==> src/rtl/keypad_pkg.sv <==
// Shared types and helpers for the keypad matrix scanner.
package keypad_pkg;

  typedef enum logic [1:0] {
    ST_SCAN     = 2'd0,
    ST_DEBOUNCE = 2'd1,
    ST_HELD     = 2'd2,
    ST_RELEASE  = 2'd3
  } kp_state_t;

  // Ceiling log2, never less than 1 so it can size a vector directly.
  function automatic int kp_clog2(input int n);
    int r;
    r = 0;
    while ((1 << r) < n) r++;
    return (r < 1) ? 1 : r;
  endfunction

endpackage

==> src/rtl/keypad_scan_timer.sv <==
// Column dwell timer: counts 0..SCAN_DIV-1 and flags the last count as the sample tick.
module keypad_scan_timer
  import keypad_pkg::*;
#(
  parameter int SCAN_DIV = 1000
) (
  input  logic clk,
  input  logic reset,
  output logic tick
);

  localparam int TW = kp_clog2(SCAN_DIV);
  localparam logic [TW-1:0] LAST = TW'(SCAN_DIV - 1);

  logic [TW-1:0] count;

  // Free-running dwell count, wraps to zero after the tick count.
  always_ff @(posedge clk or negedge reset) begin
    if (!reset) count <= '0;
    else if (count == LAST) count <= '0;
    else count <= count + TW'(1);
  end

  assign tick = (count == LAST);

endmodule

==> src/rtl/keypad_scanner.sv <==
// Keypad matrix scanner: drives one column low at a time, samples the rows
// once per dwell, debounces press and release and reports the key code.
//
// state       | meaning
// ------------+-----------------------------------------------------------
// ST_SCAN     | rotating columns, waiting for exactly one row low
// ST_DEBOUNCE | column frozen, counting identical samples of the candidate
// ST_HELD     | press accepted, column frozen, waiting for all rows high
// ST_RELEASE  | counting consecutive all-high samples before reporting release
module keypad_scanner
  import keypad_pkg::*;
#(
  parameter int ROWS     = 4,
  parameter int COLS     = 4,
  parameter int SCAN_DIV = 1000,
  parameter int DEBOUNCE = 4,
  localparam int KW      = kp_clog2(ROWS * COLS)
) (
  input  logic            clk,
  input  logic            reset,
  input  logic [ROWS-1:0] row,
  output logic [COLS-1:0] shift_col,
  output logic [KW-1:0]   key_code,
  output logic            key_valid,
  output logic            key_held,
  output logic            key_release,
  output logic            multi_key
);

  localparam int CW = kp_clog2(COLS);
  localparam int RW = kp_clog2(ROWS);
  localparam int DW = kp_clog2(DEBOUNCE + 1);

  logic [ROWS-1:0] row_meta, row_s;
  logic            tick;

  kp_state_t       state, state_nxt;
  logic [CW-1:0]   col_idx, col_nxt, col_rot;
  logic [DW-1:0]   cnt, cnt_nxt, cnt_inc;
  logic            deb_done;
  logic [ROWS-1:0] pattern, pattern_nxt;
  logic [KW-1:0]   code_q, code_nxt, code_new;
  logic            valid_q, valid_nxt;
  logic            release_q, release_nxt;
  logic            multi_q, multi_nxt;

  logic [3:0]      n_low;
  logic [RW-1:0]   low_idx;
  logic            all_high, one_low, multi;

  keypad_scan_timer #(.SCAN_DIV(SCAN_DIV)) u_timer (
    .clk   (clk),
    .reset (reset),
    .tick  (tick)
  );

  // Two-flop synchroniser for the asynchronous row inputs; idle level is all-ones.
  always_ff @(posedge clk or negedge reset) begin
    if (!reset) begin
      row_meta <= '1;
      row_s    <= '1;
    end else begin
      row_meta <= row;
      row_s    <= row_meta;
    end
  end

  // Classify the synchronised rows: how many are low and which one.
  always_comb begin
    n_low   = 4'd0;
    low_idx = '0;
    for (int i = 0; i < ROWS; i++) begin
      if (!row_s[i]) begin
        n_low   = n_low + 4'd1;
        low_idx = RW'(i);
      end
    end
  end

  assign all_high = (n_low == 4'd0);
  assign one_low  = (n_low == 4'd1);
  assign multi    = (n_low >= 4'd2);

  assign col_rot  = (col_idx == CW'(COLS - 1)) ? '0 : col_idx + CW'(1);
  // Saturating increment so the counter can never wrap back below DEBOUNCE.
  assign cnt_inc  = (cnt == DW'(DEBOUNCE)) ? cnt : cnt + DW'(1);
  assign deb_done = (cnt_inc == DW'(DEBOUNCE));
  assign code_new = KW'(int'(col_idx) * ROWS + int'(low_idx));

  // State and datapath registers; pulses are registered so they last one cycle.
  always_ff @(posedge clk or negedge reset) begin
    if (!reset) begin
      state     <= ST_SCAN;
      col_idx   <= '0;
      cnt       <= '0;
      pattern   <= '1;
      code_q    <= '0;
      valid_q   <= 1'b0;
      release_q <= 1'b0;
      multi_q   <= 1'b0;
    end else begin
      state     <= state_nxt;
      col_idx   <= col_nxt;
      cnt       <= cnt_nxt;
      pattern   <= pattern_nxt;
      code_q    <= code_nxt;
      valid_q   <= valid_nxt;
      release_q <= release_nxt;
      multi_q   <= multi_nxt;
    end
  end

  // Next-state logic; everything advances only on a sample tick.
  always_comb begin
    state_nxt   = state;
    col_nxt     = col_idx;
    cnt_nxt     = cnt;
    pattern_nxt = pattern;
    code_nxt    = code_q;
    valid_nxt   = 1'b0;
    release_nxt = 1'b0;
    multi_nxt   = multi_q;
    if (tick) begin
      multi_nxt = multi;
      case (state)
        ST_SCAN: begin
          if (one_low) begin
            pattern_nxt = row_s;
            cnt_nxt     = DW'(1);
            if (DEBOUNCE == 1) begin
              code_nxt  = code_new;
              valid_nxt = 1'b1;
              state_nxt = ST_HELD;
            end else begin
              state_nxt = ST_DEBOUNCE;
            end
          end else begin
            // Idle or multi-key samples keep the scan moving.
            col_nxt = col_rot;
          end
        end
        ST_DEBOUNCE: begin
          if (row_s == pattern) begin
            cnt_nxt = cnt_inc;
            if (deb_done) begin
              code_nxt  = code_new;
              valid_nxt = 1'b1;
              state_nxt = ST_HELD;
            end
          end else begin
            state_nxt = ST_SCAN;
            col_nxt   = col_rot;
          end
        end
        ST_HELD: begin
          if (all_high) begin
            cnt_nxt = DW'(1);
            if (DEBOUNCE == 1) begin
              release_nxt = 1'b1;
              state_nxt   = ST_SCAN;
              col_nxt     = col_rot;
            end else begin
              state_nxt = ST_RELEASE;
            end
          end
        end
        ST_RELEASE: begin
          if (!all_high) begin
            state_nxt = ST_HELD;
          end else begin
            cnt_nxt = cnt_inc;
            if (deb_done) begin
              release_nxt = 1'b1;
              state_nxt   = ST_SCAN;
              col_nxt     = col_rot;
            end
          end
        end
        default: state_nxt = ST_SCAN;
      endcase
    end
  end

  // Output decode from registered state: one active-low column, held flag, pulses.
  always_comb begin
    shift_col = '1;
    for (int c = 0; c < COLS; c++) shift_col[c] = (int'(col_idx) != c);
    key_held    = (state == ST_HELD) || (state == ST_RELEASE);
    key_code    = code_q;
    key_valid   = valid_q;
    key_release = release_q;
    multi_key   = multi_q;
  end

endmodule

==> config.mk <==
export PLATFORM = sky130hd
export DESIGN_NAME = keypad_scanner
export DESIGN_NICKNAME = d
export VERILOG_FILES = /design/src/rtl/keypad_pkg.sv /design/src/rtl/keypad_scan_timer.sv /design/src/rtl/keypad_scanner.sv
export SDC_FILE = /design/constraint.sdc
export NUM_CORES = 1
export LEC_CHECK = 0
export CORE_ASPECT_RATIO = 1.4
export CORE_MARGIN = 8
export CORE_UTILIZATION = 35
export CTS_CLUSTER_SIZE = 12
export DETAILED_ROUTE_END_ITERATION = 10
export DONT_BUFFER_PORTS = 1
export PLACE_DENSITY = 0.61
export SLEW_MARGIN = 30
export SYNTH_ARGS = -nofsm -noshare
export SYNTH_HDL_FRONTEND = slang
export SYNTH_SLANG_ARGS = --single-unit
==> constraint.sdc <==
create_clock -name clk -period 3.7 [get_ports clk]
set_clock_uncertainty 0.2 [all_clocks]
set_input_delay 0.74 -clock clk [delete_from_list [all_inputs] [get_ports clk]]
set_output_delay 0.74 -clock clk [all_outputs]
set_load 0.02 [all_outputs]
==> results by group, run 1 <==
Place
  – Post-DP HPWL: 2520 um
  – Buffers on Ports: 0
  – Placed Area: 0.00202 mm2
  – Placer Congestion: 0.735

Yosys
  – Multiplexer share of the synthesized area: 9.25%
  – Yosys cell types: 49
  – Part of the Yosys area used for sequential elements: 46.4%
  – Area of the mapped netlist: 0.00198 mm2
  – Largest family of logic cells by synthesized area: simple AND/OR/NAND/NOR gates
  – Compound-Gate Fraction of Synth Area: 8.49%
  – Synthesized-area fraction occupied by adder cells: 6.33%
  – Post-synth top flop: dfrtp_1
  – Xor/xnor cell area share of the yosys netlist: 5.76%
  – Seq cells post-synth: 36
  – Syn nets: 199
  – EDFF count, synth: 0
  – Gate Count Post-Synth: 183
  – Synth area leaders: dfrtp_1, dfstp_2, ha_1
  – Synth Area in Simple Gates: 18.8%
  – YS warnings: 0
  – Async SR Flop Fraction: 100%
  – Syn_area_per_cell: 10.8 um2
  – Top-area cell type share of the netlist area: 30.4%
  – Yosys top cell by area: dfrtp_1

STA
  – Final worst path period need: 3.24 ns
  – Max Fclk: 308 MHz
  – Hold Slack: 0.0530 ns
  – Rel. slew slack: 49.2%
  – Pins Over Slew Limit: 0
  – Final count of negative-setup-slack endpoints: 0
  – Setup_tns: 0 ns
  – RSZ-0062 raised after global routing: false
  – Ratio of final minimum period to clock period: 87.6%
  – Final hold vios: 0
  – Worst-Margin Slew: 0.756 ns

Drt
  – DR WL/cell: 13.9 um
  – Via count: 1,285
  – DR pass1 iterations: 4
  – Starting DRT DRC Count: 63
  – Drc violations: 0
  – Final antenna-violating net count: 0
  – Vias per Instance: 5.08
  – Routed Wire Length: 3530 um

Clocking
  – TritonCTS clock tree: built
  – Clock Latency Late Sink: 0.29 ns
  – Total CTS buffers: 5
  – Clock-pin slew on the worst setup and hold paths: 0.08 ns
  – Root Buffer: clkbuf_8
  – Htree depth: 2
  – Post_cts resized: 0
  – TritonCTS Sinks: 36
  – Number of buffers on the longest clock path: 2

Final layout
  – Final Instance Area: 0.00214 mm2
  – Register area: 916 um2
  – Ratio of cells with drive above 1 in the final layout: 21.1%
  – Fin util: 39.1%
  – Nets@finish: 200
  – Most frequent cells in the layout: dfrtp_1, inv_1, nand2_1, nor2_1, dfstp_2
  – Layout area overhead: 8.55%
  – ANT cells: 0
  – Filler instances: 531
  – Multi-input gate area: 961 um2
  – Most common cell after layout, fill and taps aside: dfrtp_1

GRT
  – Initial antenna violation count: 0
  – First-pass GRT wire length: 6130 um
  – Vias in the first global route: 1,340
  – Largest net degree at the start of global routing: 25
  – Total global routing overflow: 0
  – Overall Global Routing Usage: 9.18%

Die
  – Die Wd: 79.5 um
  – Die Area: 0.00834 mm2
  – Chip height: 105 um
  – I/O pin total: 18
  – Row cnt: 32
  – Std-Cell Core Area: 0.00549 mm2
  – Initial Util: 36.0%

Setup path
  – Arrival time worst endpoint: 3.22 ns
  – CP Launch Type: flip-flop
  – Reg2reg setup slack: 0.46 ns
  – Critical Path Fanout Max: 10
  – WP data required: 3.67 ns
  – Crit. End Element: flip-flop
  – CP Class: reg2reg

Job
  – Max cap viols: 0

Power
  – Maximum vdd ir drop: 275 uV
  – Power density over the cells: 364 mW/mm2
  – Final Power: 781 uW
  – Leak: 0.000928 uW

Outcome
  – Status: complete, no violations

Hold path
  – Min-delay worst type: in2async
[flip-flops by register name, summed over array words and instances (netlist names)]
register	flops
u_timer.count	10
cnt	3
key_code	4
key_valid	1
key_release	1
row_meta	4
multi_key	1
pattern	4
state	2
row_s	4
col_idx	2
[power by group]
| group | internal [uW] | leakage (uW) | switching (uW) |
|---|---|---|---|
| clock network | 172 | 0.0000523 | 144 |
| registers | 402 | 0.000446 | 5.26 |
| logic | 24.8 | 0.000429 | 33.1 |
| total | 599 | 0.000928 | 183 |
[cells by family (layout without fill, tap and decap cells)]
kind of cell               count (synthesis)  count (layout)
buffers and inverters                     22              24
AOI/OAI and AO/OA                         23              23
muxes                                     13              13
DFF                                       36              36
xor gates and xnor gates                  13              13
adders and majority gates                 10              10
and+or+nand+nor                           66              66
[cell type report]
cell class | count | area share [%]
inverters | 15 | 2.63
flip-flops and latches | 36 | 42.7
clock inverters | 2 | 0.583
clock buffers | 6 | 4.38
multi-input cells | 125 | 44.8
repair buffers | 1 | 0.933
well taps | 68 | 3.97
[final timing paths]
check                            start           to  cells after the start
max                           row_s[0]   col_idx[1]                      9
min                              reset       cnt[1]                      1
max reg2reg                   row_s[0]   col_idx[1]                      9
min reg2reg                row_meta[1]     row_s[1]                      0
max in group asynchronous        reset  key_code[0]                      1
min in group clk           row_meta[1]     row_s[1]                      0
[Yosys cell counts (all sizes together), types with 5 or more instances]
cell type  count
ha            10
inv           15
nand3          5
nor3           7
xnor2          5
o21ai          5
xor2           8
dfstp         12
dfrtp         24
nor2          13
nand2         14
mux2          10
[layer usage]
metal	wire (um)	GRT usage, %	vias to the layer above
li1	-	-	634
met4	72	4.39	0
met3	228	3.69	5
met5	0	0	-
met1	1580	10.1	620
met2	1650	14.8	26
[repair_timing]
action                                 4_1_cts  5_1_grt
hold buffers                                 1        0
endpoints found under the hold margin       24        0
setup buffers                                0        0
[critical path, stage by stage (launching register included)]
cell and delay [ns]:
dfstp_2 0.56, inv_1 0.05, ha_1 0.40, xnor2_1 0.20
ha_1 0.26, or2_0 0.22, mux4_2 0.48, o31ai_1 0.26
o311ai_1 0.20, mux2_2 0.31
[metrics by stage]
step                      worst slack (ns)  std cells
after floorplan                      0.648        183
after global placement               0.534        244
after detailed placement             0.477        244
after CTS                            0.453        253
after global routing                 0.264        253
final                                0.457        253
Power figures use the tool's default switching activity.
==> inputs of run 2 (changes only) <==
--- a/config.mk
+++ b/config.mk
@@ -8,6 +8,7 @@
 export CORE_ASPECT_RATIO = 1.4
 export CORE_MARGIN = 8
 export CORE_UTILIZATION = 35
+export CTS_CLUSTER_DIAMETER = 50
 export CTS_CLUSTER_SIZE = 12
 export DETAILED_ROUTE_END_ITERATION = 10
 export DONT_BUFFER_PORTS = 1
==> results of run 2 <==
Final layout, timing and power as in run 1 (identical DEF).
==> inputs of run 3 (changes only) <==
--- a/config.mk
+++ b/config.mk
@@ -6,7 +6,7 @@
 export NUM_CORES = 1
 export LEC_CHECK = 0
 export CORE_ASPECT_RATIO = 1.4
-export CORE_MARGIN = 8
+export CORE_MARGIN = 2
 export CORE_UTILIZATION = 35
 export CTS_CLUSTER_DIAMETER = 50
 export CTS_CLUSTER_SIZE = 12
==> run 3 against run 2 <==
Net effect:
- combinational power about the same
- worst hold slack gained 0.010 ns
- sequential power hardly changed
- total power is 2.3% lower
- clock power is 6% lower
- worst setup slack improved by 0.020 ns
- via count is 0.70% higher
- design area shrank 0.29%
- routed wire length down 4.6%
- sequential cell count unchanged
- die area decreased by 25%
- cell count did not move
- highest routed layer unchanged
==> results by group, run 3 (synthesized netlist as in run 1, its figures left out) <==
Setup path
  – WP data required: 3.71 ns (was 3.67 ns)
  – CP Class: reg2reg (unchanged)
  – Slowest Stage Delay on Critical Path: 0.56 ns (about the same)
  – Arrival time worst endpoint: 3.23 ns (was 3.22 ns)
  – CP Launch Type: flip-flop (unchanged)
  – Crit-path cells: inv_1 > ha_1 > xnor2_1 > ha_1 > nand2b_1 > xnor2_1 > nand3_1 > or4_4 > mux2_4 (was inv_1 > ha_1 > xnor2_1 > ha_1 > or2_0 > mux4_2 > o31ai_1 > o311ai_1 > mux2_2)
  – CP max-delay cell: dfstp_2 (unchanged)
  – Critical Path Fanout Max: 10 (unchanged)
  – Crit. End Element: flip-flop (unchanged)

Place
  – Post-DP HPWL: 2450 um (was 2520 um)
  – Placer Congestion: 0.732 (was 0.735)
  – Placed insts: 244 (unchanged)
  – Buffers on Ports: 0 (unchanged)
  – Placed Area: 0.00202 mm2 (unchanged)

Final layout
  – Max reg flops: 10 (unchanged)
  – Nets@finish: 200 (unchanged)
  – ANT cells: 0 (unchanged)
  – Most common cell after layout, fill and taps aside: dfrtp_1 (unchanged)
  – Most frequent cells in the layout: dfrtp_1, inv_1, nand2_1, nor2_1, dfstp_2 (unchanged)
  – Final Instance Area: 0.00214 mm2 (about the same)
  – Register area: 916 um2 (unchanged)
  – Non-Filler Instances: 253 (unchanged)
  – Ratio of cells with drive above 1 in the final layout: 20.5% (was 21.1%)
  – Largest Register: u_timer.count (unchanged)
  – Filler instances: 532 (was 531)
  – Multi-input gate area: 961 um2 (unchanged)
  – Layout area overhead: 8.23% (was 8.55%)

STA
  – Max Fclk: 310 MHz (was 308 MHz)
  – Final hold vios: 0 (unchanged)
  – Setup_tns: 0 ns (unchanged)
  – Rel. slew slack: 46.0% (was 49.2%)
  – Pins Over Slew Limit: 0 (unchanged)
  – Final worst path period need: 3.22 ns (was 3.24 ns)
  – Final count of negative-setup-slack endpoints: 0 (unchanged)
  – RSZ-0062 raised after global routing: false (unchanged)
  – Worst-Margin Slew: 0.803 ns (was 0.756 ns)
  – Ratio of final minimum period to clock period: 87.1% (was 87.6%)

Drt
  – Drc violations: 0 (unchanged)
  – Routed Wire Length: 3370 um (was 3530 um)
  – Final antenna-violating net count: 0 (unchanged)
  – Vias per Instance: 5.11 (was 5.08)
  – Starting DRT DRC Count: 43 (was 63)
  – Via count: 1,294 (was 1,285)
  – DR WL/cell: 13.3 um (was 13.9 um)
  – DR pass1 iterations: 4 (unchanged)

Hold path
  – Min-delay worst type: in2async (unchanged)

Die
  – Row cnt: 32 (unchanged)
  – Chip height: 92.9 um (was 105 um)
  – Std-Cell Core Area: 0.00549 mm2 (unchanged)
  – I/O pin total: 18 (unchanged)
  – Die Area: 0.00627 mm2 (was 0.00834 mm2)
  – Initial Util: 36.0% (unchanged)
  – Die Wd: 67.5 um (was 79.5 um)

Clocking
  – Postcts setup bufs: 0 (unchanged)
  – Post_cts resized: 0 (unchanged)
  – Clock-pin slew on the worst setup and hold paths: 0.07 ns (was 0.08 ns)
  – Number of buffers on the longest clock path: 2 (unchanged)
  – Total CTS buffers: 5 (unchanged)
  – TritonCTS clock tree: built (unchanged)
  – Clock Latency Late Sink: 0.28 ns (was 0.29 ns)
  – TritonCTS Sinks: 36 (unchanged)
  – Root Buffer: clkbuf_8 (unchanged)
  – Htree depth: 2 (unchanged)
  – # hold bufs at CTS: 1 (unchanged)

GRT
  – Overall Global Routing Usage: 12.6% (was 9.18%)
  – Vias in the first global route: 1,333 (was 1,340)
  – Total global routing overflow: 0 (unchanged)
  – Largest net degree at the start of global routing: 25 (unchanged)
  – Initial antenna violation count: 0 (unchanged)
  – First-pass GRT wire length: 6070 um (was 6130 um)

Job
  – Max cap viols: 0 (unchanged)

Power
  – Maximum vdd ir drop: 207 uV (was 275 uV)
  – Power density over the cells: 357 mW/mm2 (was 364 mW/mm2)
  – Leak: 0.000927 uW (was 0.000928 uW)

Outcome
  – Status: complete, no violations (unchanged)
==> run 3: cell types whose count changed in the layout (fill, tap and decap cells not counted) <==
| cell | previous run | this run |
|---|---|---|
| clkbuf_8 | 5 | 7 |
| clkinv_2 | 1 | 0 |
| clkbuf_1 | 0 | 1 |
| clkbuf_16 | 1 | 0 |
| clkinvlp_4 | 1 | 0 |
==> run 3: worst paths after layout <==
check                       startpoint          to  slack [ns]  cells after the start
setup / recovery              row_s[0]  pattern[1]        0.48                      9
hold / removal                   reset      cnt[0]        0.06                      1
setup reg to reg              row_s[0]  pattern[1]        0.48                      9
hold reg to reg            row_meta[3]    row_s[3]        0.15                      0
max in group asynchronous        reset   multi_key        3.08                      1
min in group clk           row_meta[3]    row_s[3]        0.15                      0
==> run 3: cell type report <==
class	instances	share of cell area, %
timing repair buffer	1	0.936
tap	68	3.98
clock buffer	8	4.68
sequential	36	42.8
multi-input combinational	125	44.9
inverter	15	2.63
==> run 3: power by group <==
part / switching [uW] / internal, uW / total [uW]
Sequential: 5.19 / 402 / 407
Combinational: 33.2 / 24.9 / 58.0
Clock: 128 / 170 / 298
==> run 3: layer usage <==
metal  GRT usage (%)  vias to the layer above  routed length (um)
met5               0                        -                   0
met4            3.57                        0                  26
met3            3.89                        4                 169
met2            20.3                       22                1680
met1            16.1                      626                1490
li1                -                      642                   -
==> run 3: through the flow <==
step	hold slack [ns]	total power [uW]	setup slack (ns)	utilization, %
6_report	0.0631	763	0.478	39.0
5_1_grt	0.0651	795	0.219	39.0
4_1_cts	0.0661	773	0.466	39.0
3_5_place_dp	0.147	465	0.489	36.8
3_3_place_gp	0.146	464	0.536	36.8
2_1_floorplan	0.145	458	0.648	-
==> run 3: critical path: cells and delay by family, from the launching register on <==
kind / cells / cell delay, ns
buffers and inverters: 1 / 0.05
muxes: 1 / 0.32
adders and majority gates: 2 / 0.67
DFF: 1 / 0.56
xor gates and xnor gates: 2 / 0.58
and+or+nand+nor: 3 / 0.76
